--- src/rtl/ysyx_23060096_exec_fsm.sv ---
// ysyx_23060096_exec_fsm: multi-cycle FETCH/DECODE/EXEC/MEM/WB sequencer with write-enable gating
// Ports: clk/rst (sync, active-high); IFU handshake ifu_req/ifu_rvalid/ir_we;
// decoder inputs inst_op/is_ebreak/dec_regwr/dec_memwr; LSU handshake lsu_req/lsu_wen/lsu_ready;
// gated enables rf_we/pc_we; sticky status halt/illegal/bus_err; counters cycle_cnt/instret_cnt.
module ysyx_23060096_exec_fsm #(
    parameter int MEM_TIMEOUT = 255,
    parameter int CNT_W       = 32
) (
    input  logic             clk,
    input  logic             rst,
    output logic             ifu_req,
    input  logic             ifu_rvalid,
    output logic             ir_we,
    input  logic [6:0]       inst_op,
    input  logic             is_ebreak,
    input  logic             dec_regwr,
    input  logic             dec_memwr,
    output logic             lsu_req,
    output logic             lsu_wen,
    input  logic             lsu_ready,
    output logic             rf_we,
    output logic             pc_we,
    output logic             halt,
    output logic             illegal,
    output logic             bus_err,
    output logic [CNT_W-1:0] cycle_cnt,
    output logic [CNT_W-1:0] instret_cnt
);
    localparam int WW = $clog2(MEM_TIMEOUT + 1);
    typedef enum logic [2:0] {S_IDLE, S_FETCH, S_DECODE, S_EXEC, S_MEM, S_WB, S_HALT} state_t;
    state_t state_q, state_d;
    logic [WW-1:0] wait_q, wait_d;
    logic illegal_q, illegal_d, bus_err_q, bus_err_d;
    logic [CNT_W-1:0] cyc_q, ret_q;
    logic op_ok, is_mem, timeout;
    always_comb begin
        op_ok   = inst_op inside {7'b0110111, 7'b0010111, 7'b1101111, 7'b1100111, 7'b1100011,
                                  7'b0000011, 7'b0100011, 7'b0010011, 7'b0110011, 7'b1110011};
        is_mem  = inst_op == 7'b0000011 || inst_op == 7'b0100011;
        // this is the last wait cycle: a handshake now still wins, otherwise the bus is dead
        timeout = wait_q == WW'(MEM_TIMEOUT - 1);
        state_d   = state_q;
        wait_d    = wait_q;
        illegal_d = illegal_q;
        bus_err_d = bus_err_q;
        ifu_req   = 1'b0;
        ir_we     = 1'b0;
        lsu_req   = 1'b0;
        lsu_wen   = 1'b0;
        rf_we     = 1'b0;
        pc_we     = 1'b0;
        case (state_q)
            S_IDLE: begin
                state_d = S_FETCH;
                wait_d  = '0;
            end
            S_FETCH: begin
                ifu_req = 1'b1;
                ir_we   = ifu_rvalid;
                if (ifu_rvalid) state_d = S_DECODE;
                else if (timeout) begin
                    state_d   = S_HALT;
                    bus_err_d = 1'b1;
                end else wait_d = wait_q + 1'b1;
            end
            S_DECODE: begin
                if (!op_ok) begin
                    state_d   = S_HALT;
                    illegal_d = 1'b1;
                end else state_d = is_ebreak ? S_HALT : S_EXEC;
            end
            S_EXEC: begin
                state_d = is_mem ? S_MEM : S_WB;
                wait_d  = '0;
            end
            S_MEM: begin
                lsu_req = 1'b1;
                lsu_wen = dec_memwr;
                if (lsu_ready) state_d = S_WB;
                else if (timeout) begin
                    state_d   = S_HALT;
                    bus_err_d = 1'b1;
                end else wait_d = wait_q + 1'b1;
            end
            S_WB: begin
                rf_we   = dec_regwr;
                pc_we   = 1'b1;
                state_d = S_FETCH;
                wait_d  = '0;
            end
            S_HALT: state_d = S_HALT;
            default: state_d = S_IDLE;
        endcase
    end
    always_ff @(posedge clk) begin
        if (rst) begin
            state_q   <= S_IDLE;
            wait_q    <= '0;
            illegal_q <= 1'b0;
            bus_err_q <= 1'b0;
            cyc_q     <= '0;
            ret_q     <= '0;
        end else begin
            state_q   <= state_d;
            wait_q    <= wait_d;
            illegal_q <= illegal_d;
            bus_err_q <= bus_err_d;
            if (state_q != S_IDLE && state_q != S_HALT) cyc_q <= cyc_q + 1'b1;
            if (state_q == S_WB) ret_q <= ret_q + 1'b1;
        end
    end
    assign halt        = state_q == S_HALT;
    assign illegal     = illegal_q;
    assign bus_err     = bus_err_q;
    assign cycle_cnt   = cyc_q;
    assign instret_cnt = ret_q;
endmodule

--- config.mk ---
export PLATFORM = sky130hd
export DESIGN_NAME = ysyx_23060096_exec_fsm
export DESIGN_NICKNAME = d
export VERILOG_FILES = /design/src/rtl/ysyx_23060096_exec_fsm.sv
export SDC_FILE = /design/constraint.sdc
export NUM_CORES = 1
export LEC_CHECK = 0
export BUFFER_PORTS_ARGS = -buffer_cell sky130_fd_sc_hd__buf_4
export CORE_ASPECT_RATIO = 1.25
export CORE_MARGIN = 3
export CORE_UTILIZATION = 58
export CTS_CLUSTER_SIZE = 12
export DETAILED_ROUTE_END_ITERATION = 6
export GPL_ROUTABILITY_DRIVEN = 1
export MAX_ROUTING_LAYER = met4
export PLACE_DENSITY = 0.91
export SYNTH_ARGS = -nofsm -noshare
export SYNTH_HDL_FRONTEND = slang
export SYNTH_SLANG_ARGS = --single-unit
--- constraint.sdc ---
create_clock -name clk -period 3 [get_ports clk]
set_input_delay 0.45 -clock clk [delete_from_list [all_inputs] [get_ports clk]]
set_output_delay 0.45 -clock clk [all_outputs]
set_load 0.01 [all_outputs]
==> flow_metrics.env, run 1 <==
export IMPL_port_buffers=86
export IMPL_period_share=0.767
export IMPL_finalNetCount=558
export IMPL_crit_arrival_ns=2.57
export IMPL_viasPerCell=6.26
export IMPL_fmax_ghz=0.435
export IMPL_grt_pass1_wl_um=16200
export IMPL_synth_cells=464
export IMPL_synth_mux_area_frac=0.00832
export IMPL_p_leak_nw=1.77
export IMPL_fp_coreArea_um2=6370
export IMPL_p_total_mw=2.20
export IMPL_antenna_found_initial=0
export IMPL_p_per_area_nw_per_um2=456
export IMPL_holdWs_ns=0.423
export IMPL_clock_latency_ns=0.35
export IMPL_setup_tns_ns=0
export IMPL_cp_max_fo=20
export IMPL_drive_gt1_frac=0.208
export IMPL_clock_root_buffer="clkbuf_8"
export IMPL_ctsResizeCount=0
export IMPL_first_iter_violations=153
export IMPL_final_hold_violation_count=0
export IMPL_dpl_hpwl_um=6620
export IMPL_synth_top_family_by_area="simple AND/OR/NAND/NOR gates"
export IMPL_worstSetupPathType="register to register"
export IMPL_synth_ff_type="dfxtp_1"
export IMPL_htreeDepth=3
export IMPL_routed_wl_um=9720
export IMPL_ys_seq_area_frac=0.394
export IMPL_synth_top_area_frac=0.394
export IMPL_clock_sinks=77
export IMPL_cts_tree="built"
export IMPL_grt_pass1_vias=3646
export IMPL_grt_max_degree=76
export IMPL_startpoint_type="register"
export IMPL_cts_made_buffers=9
export IMPL_synth_simple_area_share=0.297
export IMPL_synth_seq_cells=77
export IMPL_synth_fa_ha_area_frac=0.0128
export IMPL_setup_viol=0
export IMPL_period_minus_slack_ns=2.30
export IMPL_ir_drop_v=0.000303
export IMPL_grt_overflow_total=0
export IMPL_synth_common_cells="dfxtp_1 (77), a21oi_1 (48), or4_1 (29), nor2_1 (27), o31ai_1 (26)"
export IMPL_synth_area_leader_cell="dfxtp_1"
export IMPL_syn_num_nets=482
export IMPL_pre_cts_slack_ns=0.725
export IMPL_min_path_type="input port to register"
export IMPL_synth_async_sr_flop_share=0
export IMPL_synth_edff_count=0
export IMPL_boundaryPins=87
export IMPL_status="complete, no violations"
export IMPL_dr_pass1_iters=5
export IMPL_die_w_um=79.4
export IMPL_setup_ws_ns=0.699
export IMPL_maxCapViolations=0
export IMPL_drc_errors=0
export IMPL_drt_wirelength_per_cell_um=15.5
export IMPL_clk_path_buf_depth=2
export IMPL_die_area_um2=7770
export IMPL_antenna_cells=0
export IMPL_ys_top_cells_by_area="dfxtp_1 (39%), a21oi_1 (6.1%), or4_1 (5.6%)"
export IMPL_relSlewSlack=0.457
export IMPL_yosysMostFrequentCell="dfxtp_1"
export IMPL_post_cts_buffers=0
export IMPL_clk_pin_slew_ns=0.08
export IMPL_syn_area_um2=3910
export IMPL_initial_core_util=0.614
export IMPL_synth_cell_type_count=51
export IMPL_yosys_warnings=0
export IMPL_yosys_area_share_xor_xnor=0.0471
export IMPL_synth_compound_area_frac=0.197
export IMPL_row_count=32
export IMPL_cts_hold_buffers_added=0
export IMPL_vias=3936
export IMPL_fin_skew_ns=0.0113
export IMPL_slew_violations=0
export IMPL_grt_setup_unrepaired="no"
export IMPL_required_ns=3.27
export IMPL_syn2layout_area_growth_pct=23.2
export IMPL_routabilityCongestion=0.842
export IMPL_die_height_um=97.8
export IMPL_crit_path_end_kind="register"
export IMPL_drt_antenna_violating_nets=0
export IMPL_syn_avg_cell_area_um2=8.42
export IMPL_tightest_slew_ns=0.810
export IMPL_globalRouteTotalUtil=0.260
path summary, 6_finish.rpt:
kind / start / to / slack, ns / cells after the start
max: state_q[2] / instret_cnt[31] / 0.70 / 4
min reg2reg: wait_q[5] / wait_q[5] / 0.49 / 2
min: ifu_rvalid / state_q[0] / 0.42 / 3
max reg2reg: state_q[2] / instret_cnt[31] / 0.70 / 4
metrics by stage:
| step | util | cells | instance area (um^2) |
|---|---|---|---|
| 2_1_floorplan | - | 464 | 3910 |
| 3_3_place_gp | 0.721 | 614 | 4590 |
| 3_5_place_dp | 0.721 | 614 | 4590 |
| 4_1_cts | 0.756 | 629 | 4820 |
| 5_1_grt | 0.756 | 629 | 4820 |
| 6_report | 0.756 | 629 | 4820 |
layer usage:
metal / wire, um / track usage / vias to the layer above
met5: 0 / - / -
met4: 236 / 0.118 / 0
met3: 550 / 0.0452 / 26
met2: 5050 / 0.438 / 152
met1: 3890 / 0.297 / 1830
li1: - / - / 1928
kinds of logic after synthesis:
group	after synthesis
AO/OA/AOI/OAI	125
XOR/XNOR	21
adder cells (fa/ha/maj)	4
buffers and inverters	41
flip-flops	77
multiplexers	3
AND/OR/NAND/NOR	193
power breakdown:
group	internal, mW	switching, mW
combinational	0.0871	0.120
sequential	1.04	0.0317
clock	0.546	0.373
placed cells by master (no fill, tap or decap), types with 2 or more instances in the layout:
master	count
o2111ai_1	3
nand2_1	21
a31oi_1	4
o31ai_1	26
a21oi_1	48
and3_1	7
nor2b_1	4
a21boi_0	3
buf_4	92
dfxtp_1	77
or4_1	29
nor4_1	7
xor2_1	11
and4_1	12
clkinv_2	2
xnor2_1	10
or3_1	21
a211oi_1	2
ha_1	4
mux2_2	2
and2_1	5
o21ai_0	25
inv_1	14
nand2b_1	5
nand3_1	22
clkbuf_8	9
nor2_1	27
o211ai_1	4
nand4_1	17
bufinv_16	3
nor3_1	8
final cells by class:
class | count | area [um^2]
inverter | 14 | 52.6
timing repair buffer | 92 | 691
clock buffer | 10 | 128
clock inverter | 5 | 100
multi-input combinational | 346 | 2200
tap | 85 | 106
sequential | 77 | 1540
fill | 454 | 1550
registers in the layout, summed over array words and instances (netlist names):
| register | count |
|---|---|
| bus_err | 1 |
| cycle_cnt | 32 |
| illegal | 1 |
| instret_cnt | 32 |
| state_q | 3 |
| wait_q | 8 |
worst max-delay path: stages (launching register included):
cell	delay [ns]
dfxtp_1	0.68
nand3b_4	0.18
or3_1	0.64
or4_1	0.56
a21oi_1	0.17
No activity file was read; power rests on OpenSTA's default activity.
==> run 2: changes to the inputs <==
--- a/config.mk
+++ b/config.mk
@@ -8,12 +8,12 @@
 export BUFFER_PORTS_ARGS = -buffer_cell sky130_fd_sc_hd__buf_4
 export CORE_ASPECT_RATIO = 1.25
 export CORE_MARGIN = 3
-export CORE_UTILIZATION = 58
+export CORE_UTILIZATION = 49
 export CTS_CLUSTER_SIZE = 12
 export DETAILED_ROUTE_END_ITERATION = 6
 export GPL_ROUTABILITY_DRIVEN = 1
 export MAX_ROUTING_LAYER = met4
-export PLACE_DENSITY = 0.91
+export PLACE_DENSITY = 0.82
 export SYNTH_ARGS = -nofsm -noshare
 export SYNTH_HDL_FRONTEND = slang
 export SYNTH_SLANG_ARGS = --single-unit
==> constraint.sdc (replaced) <==
create_clock -name clk -period 1.94 [get_ports clk]
set_input_delay 0.291 -clock clk [delete_from_list [all_inputs] [get_ports clk]]
set_output_delay 0.291 -clock clk [all_outputs]
set_load 0.01 [all_outputs]
==> flow_metrics.env, run 2 (synthesized netlist as in run 1, its figures left out) <==
export IMPL_cts_made_buffers=9
export IMPL_tightest_slew_ns=0.507
export IMPL_reg2regPathDepth=5
export IMPL_setup_ws_ns=0.0565
export IMPL_crit_path_end_kind="register"
export IMPL_crit_arrival_ns=2.16
export IMPL_min_from="is_ebreak"
export IMPL_cp_max_fo=13
export IMPL_min_path_type="input port to register"
export IMPL_ir_drop_v=0.000409
export IMPL_antenna_found_initial=0
export IMPL_period_share=0.971
export IMPL_grt_max_degree=48
export IMPL_vias=4117
export IMPL_initial_core_util=0.516
export IMPL_die_height_um=106
export IMPL_layout_commonest_cell="buf_4"
export IMPL_die_area_um2=9090
export IMPL_maxCapViolations=0
export IMPL_drc_errors=0
export IMPL_drive_gt1_frac=0.289
export IMPL_ff2ff_setup_slack_ns=0.06
export IMPL_grt_pass1_vias=3820
export IMPL_final_hold_violation_count=0
export IMPL_clk_pin_slew_ns=0.08
export IMPL_status="complete, no violations"
export IMPL_required_ns=2.21
export IMPL_globalRouteTotalUtil=0.233
export IMPL_r2r_start="state_q[2]"
export IMPL_die_w_um=85.9
export IMPL_htreeDepth=3
export IMPL_syn2layout_area_growth_pct=32.7
export IMPL_row_count=35
export IMPL_startpoint_type="register"
export IMPL_fp_coreArea_um2=7580
export IMPL_pre_cts_slack_ns=-0.0952
export IMPL_p_total_mw=3.37
export IMPL_cts_hold_buffers_added=0
export IMPL_cts_tree="built"
export IMPL_clock_root_buffer="clkbuf_8"
export IMPL_drt_antenna_violating_nets=0
export IMPL_routed_wl_um=10600
export IMPL_grt_setup_unrepaired="yes"
export IMPL_grt_overflow_total=0
export IMPL_slew_violations=0
export IMPL_grt_pass1_wl_um=17300
export IMPL_fmax_ghz=0.531
export IMPL_period_minus_slack_ns=1.88
export IMPL_relSlewSlack=0.662
export IMPL_first_iter_violations=228
export IMPL_fillers=604
export IMPL_clock_sinks=77
export IMPL_routabilityCongestion=0.891
export IMPL_drt_wirelength_per_cell_um=15.8
export IMPL_fin_skew_ns=0.00952
export IMPL_port_buffers=86
export IMPL_dr_pass1_iters=5
export IMPL_worstSetupPathType="register to register"
export IMPL_dpl_hpwl_um=7400
export IMPL_finalNetCount=597
export IMPL_p_leak_nw=1.97
export IMPL_holdPathStages=4
export IMPL_boundaryPins=87
export IMPL_multi_input_area_um2=2270
export IMPL_final_cell_mix="buf_4 (128), dfxtp_1 (72), a21oi_1 (47)"
export IMPL_crit_start="state_q[2]"
export IMPL_seqCellArea_um2=1550
export IMPL_setup_viol=0
export IMPL_p_per_area_nw_per_um2=650
export IMPL_clock_latency_ns=0.35
export IMPL_clk_path_buf_depth=2
export IMPL_antenna_cells=0
export IMPL_viasPerCell=6.11
export IMPL_setup_tns_ns=0
export IMPL_holdWs_ns=0.262
run 2: changes by cell type in the layout (fill, tap and decap cells not counted), moves of 2 or more:
| cell | before | now |
|---|---|---|
| dfxtp_1 | 77 | 72 |
| and4_2 | 0 | 2 |
| or3_4 | 0 | 2 |
| and4_1 | 12 | 10 |
| dfxtp_2 | 0 | 4 |
| or4_1 | 29 | 27 |
| buf_4 | 92 | 128 |
| or4_4 | 0 | 2 |
| or3_1 | 21 | 19 |
run 2: path summary, 6_finish.rpt:
path | endpoint
hold / removal | state_q[0]
hold reg to reg | instret_cnt[31]
setup / recovery | wait_q[4]
setup reg to reg | wait_q[4]
run 2: through the flow:
| stage | instance area [um^2] | std cells | util |
|---|---|---|---|
| 3_5_place_dp | 4860 | 654 | 0.641 |
| 6_report | 5190 | 674 | 0.685 |
| 5_1_grt | 5190 | 674 | 0.685 |
| 3_3_place_gp | 4860 | 654 | 0.641 |
| 2_1_floorplan | 3910 | 464 | - |
| 4_1_cts | 5080 | 668 | 0.670 |
run 2: cell type report:
| cell class | instances | share of cell area |
|---|---|---|
| Timing Repair Buffer | 130 | 0.191 |
| Clock inverter | 4 | 0.0142 |
| Sequential cell | 77 | 0.299 |
| Clock buffer | 10 | 0.0265 |
| Tap cell | 92 | 0.0222 |
| Inverter | 14 | 0.0101 |
| Multi-Input combinational cell | 347 | 0.437 |
run 2: worst max-delay path: stages, from the launching register on:
cell and delay, ns:
dfxtp_4 0.38, buf_4 0.15, nor2b_1 0.15, a221o_2 0.45, or4_1 0.51, a21boi_0 0.17
run 2: power breakdown:
group / switching [mW] / total [mW] / internal [mW]
combinational: 0.209 / 0.394 / 0.185
sequential: 0.0454 / 1.65 / 1.61
clock: 0.579 / 1.32 / 0.746
total: 0.834 / 3.37 / 2.54
run 2: layer usage:
layer | track usage | routed length [um] | up-vias
met2 | 0.406 | 5680 | 129
met4 | 0.0826 | 119 | 0
met1 | 0.267 | 4270 | 1980
li1 | - | - | 1994
met3 | 0.0344 | 568 | 14
met5 | - | 0 | -
run 2: what timing repair did:
| action | CTS | global route |
|---|---|---|
| pin swaps | 0 | 4 |
| cloned | 0 | 2 |
| endpoints found under the setup margin | 24 | 23 |
| resized for setup | 3 | 17 |
| buffers inserted | 0 | 4 |
==> run 3: changes to the inputs <==
--- a/config.mk
+++ b/config.mk
@@ -8,12 +8,13 @@
 export BUFFER_PORTS_ARGS = -buffer_cell sky130_fd_sc_hd__buf_4
 export CORE_ASPECT_RATIO = 1.25
 export CORE_MARGIN = 3
-export CORE_UTILIZATION = 49
+export CORE_UTILIZATION = 58
 export CTS_CLUSTER_SIZE = 12
 export DETAILED_ROUTE_END_ITERATION = 6
 export GPL_ROUTABILITY_DRIVEN = 1
 export MAX_ROUTING_LAYER = met4
-export PLACE_DENSITY = 0.82
+export PLACE_DENSITY = 0.91
+export RECOVER_POWER = 100
 export SYNTH_ARGS = -nofsm -noshare
 export SYNTH_HDL_FRONTEND = slang
 export SYNTH_SLANG_ARGS = --single-unit
==> constraint.sdc (replaced) <==
create_clock -name clk -period 2.4 [get_ports clk]
set_input_delay 0.36 -clock clk [delete_from_list [all_inputs] [get_ports clk]]
set_output_delay 0.36 -clock clk [all_outputs]
set_load 0.01 [all_outputs]
==> flow_metrics.env, run 3 (synthesized netlist as in run 1, its figures left out) <==
export IMPL_antenna_cells=0
export IMPL_required_ns=2.66
export IMPL_multi_input_area_um2=2180
export IMPL_setup_tns_ns=0
export IMPL_cp_cell_sequence="nand4b_1, or3_4, or4_1, a21oi_1"
export IMPL_initial_core_util=0.614
export IMPL_port_buffers=86
export IMPL_reg2regPathDepth=4
export IMPL_holdPathStages=3
export IMPL_routabilityCongestion=0.838
export IMPL_clkPwrFrac=0.387
export IMPL_fmax_ghz=0.437
export IMPL_setup_ws_ns=0.114
export IMPL_clock_root_buffer="clkbuf_8"
export IMPL_p_sw_mw=0.651
export IMPL_die_area_um2=7770
export IMPL_ir_drop_v=0.000509
export IMPL_worstSetupPathType="register to register"
export IMPL_seqCellArea_um2=1540
export IMPL_pre_cts_slack_ns=0.123
export IMPL_ff2ff_setup_slack_ns=0.11
export IMPL_critical_path_top_delay_family="simple AND/OR/NAND/NOR gates"
export IMPL_fin_area_um2=4520
export IMPL_post_cts_buffers=0
export IMPL_grt_pass1_vias=3704
export IMPL_fin_skew_ns=0.00946
export IMPL_fp_coreArea_um2=6370
export IMPL_die_height_um=97.8
export IMPL_final_hold_violation_count=0
export IMPL_globalRouteTotalUtil=0.257
export IMPL_layout_commonest_cell="dfxtp_1"
export IMPL_die_w_um=79.4
export IMPL_slew_violations=0
export IMPL_syn2layout_area_growth_pct=15.7
export IMPL_startpoint_type="register"
export IMPL_p_per_area_nw_per_um2=569
export IMPL_sw_frac_of_total=0.253
export IMPL_critPathMaxStageDelay_ns=0.59
export IMPL_worst_r2r_endpoint="instret_cnt[18]"
export IMPL_antenna_found_initial=0
export IMPL_clk_pin_slew_ns=0.08
export IMPL_slowest_stage="dfxtp_1"
export IMPL_drc_errors=0
export IMPL_maxCapViolations=0
export IMPL_period_minus_slack_ns=2.29
export IMPL_clk_path_buf_depth=2
export IMPL_status="complete, no violations"
export IMPL_grt_max_degree=48
export IMPL_drive_gt1_frac=0.0823
export IMPL_min_from="ifu_rvalid"
export IMPL_pwr_share_comb=0.092
export IMPL_crit_path_end_kind="register"
export IMPL_fillers=566
export IMPL_vias=3876
export IMPL_final_cell_mix="dfxtp_1 (76), clkbuf_1 (72), a21oi_1 (48)"
export IMPL_first_iter_violations=209
export IMPL_grt_pass1_wl_um=16200
export IMPL_clock_latency_ns=0.34
export IMPL_cp_max_fo=19
export IMPL_grt_setup_unrepaired="no"
export IMPL_crit_buf_inv=0
export IMPL_p_int_mw=1.92
export IMPL_tightest_slew_ns=0.697
export IMPL_drt_wirelength_per_cell_um=15.3
export IMPL_cts_made_buffers=9
export IMPL_cts_tree="built"
export IMPL_setup_viol=0
export IMPL_place_area_um2=4610
export IMPL_relSlewSlack=0.533
export IMPL_cts_hold_buffers_added=0
export IMPL_p_leak_nw=1.42
export IMPL_period_share=0.953
export IMPL_grt_overflow_total=0
export IMPL_seq_power_share=0.521
export IMPL_drt_antenna_violating_nets=0
export IMPL_r2r_start="state_q[0]"
export IMPL_viasPerCell=6.13
export IMPL_row_count=32
export IMPL_htreeDepth=3
export IMPL_dpl_hpwl_um=6700
export IMPL_clock_sinks=77
export IMPL_worst_hold_path_endpoint="state_q[0]"
export IMPL_routed_wl_um=9660
export IMPL_dr_pass1_iters=5
export IMPL_boundaryPins=87
export IMPL_crit_arrival_ns=2.55
export IMPL_finalNetCount=561
export IMPL_min_path_type="input port to register"
==> run 3: worst max path at each step <==
| stage | from | end | slack [ns] | cells past startpoint |
|---|---|---|---|---|
| after detailed placement | state_q[2] | instret_cnt[20] | 0.12 | 4 |
| after floorplan | instret_cnt[0] | instret_cnt[20] | 0.46 | 6 |
| final | state_q[0] | instret_cnt[18] | 0.11 | 4 |
| after global routing | state_q[0] | instret_cnt[18] | 0.03 | 4 |
| after CTS | state_q[2] | instret_cnt[18] | 0.08 | 4 |
| after global placement | state_q[2] | instret_cnt[22] | 0.21 | 4 |
==> run 3: worst min-delay path, cell delays in order <==
cell and delay (ns):
buf_4 0.10, or3b_2 0.11, a31oi_1 0.07
==> run 3: timing repair <==
action,4_1_cts,5_1_grt
gates resized for setup,0,2
endpoints found under the hold margin,0,0
endpoints found under the setup margin,0,3
==> run 3: area by class of cell <==
type	instances	share of cell area
clock buffer	11	0.0335
clock inverter	4	0.0105
tap	85	0.0235
sequential	77	0.341
timing repair buffer	95	0.0979
inverter	14	0.0116
multi-input combinational	346	0.482
==> run 3: metal layers <==
| metal | up-vias | GRT usage | routed length [um] | part of all wire |
|---|---|---|---|---|
| met2 | 118 | 0.431 | 4920 | 0.51 |
| li1 | 1914 | - | - | - |
| met5 | - | - | 0 | 0 |
| met3 | 20 | 0.0443 | 557 | 0.058 |
| met4 | 0 | 0.112 | 172 | 0.018 |
| met1 | 1824 | 0.298 | 4010 | 0.42 |
==> run 3: per-stage QoR <==
stage | hold slack [ns] | instances | total power, mW | util
floorplan | 0.451 | 464 | 1.53 | -
global placement | 0.459 | 617 | 1.62 | 0.724
detailed placement | 0.471 | 617 | 1.62 | 0.724
CTS | 0.335 | 632 | 2.59 | 0.756
global route | 0.349 | 632 | 2.67 | 0.711
finish | 0.349 | 632 | 2.58 | 0.711
==> run 3: power by group through the flow <==
stage	Clock (mW)	Combinational, mW	Sequential [mW]
after floorplan	0	0.175	1.36
after CTS	0.999	0.251	1.34
after global placement	0	0.244	1.37
after global routing	1.06	0.265	1.35
final	0.996	0.237	1.34
after detailed placement	0	0.250	1.37
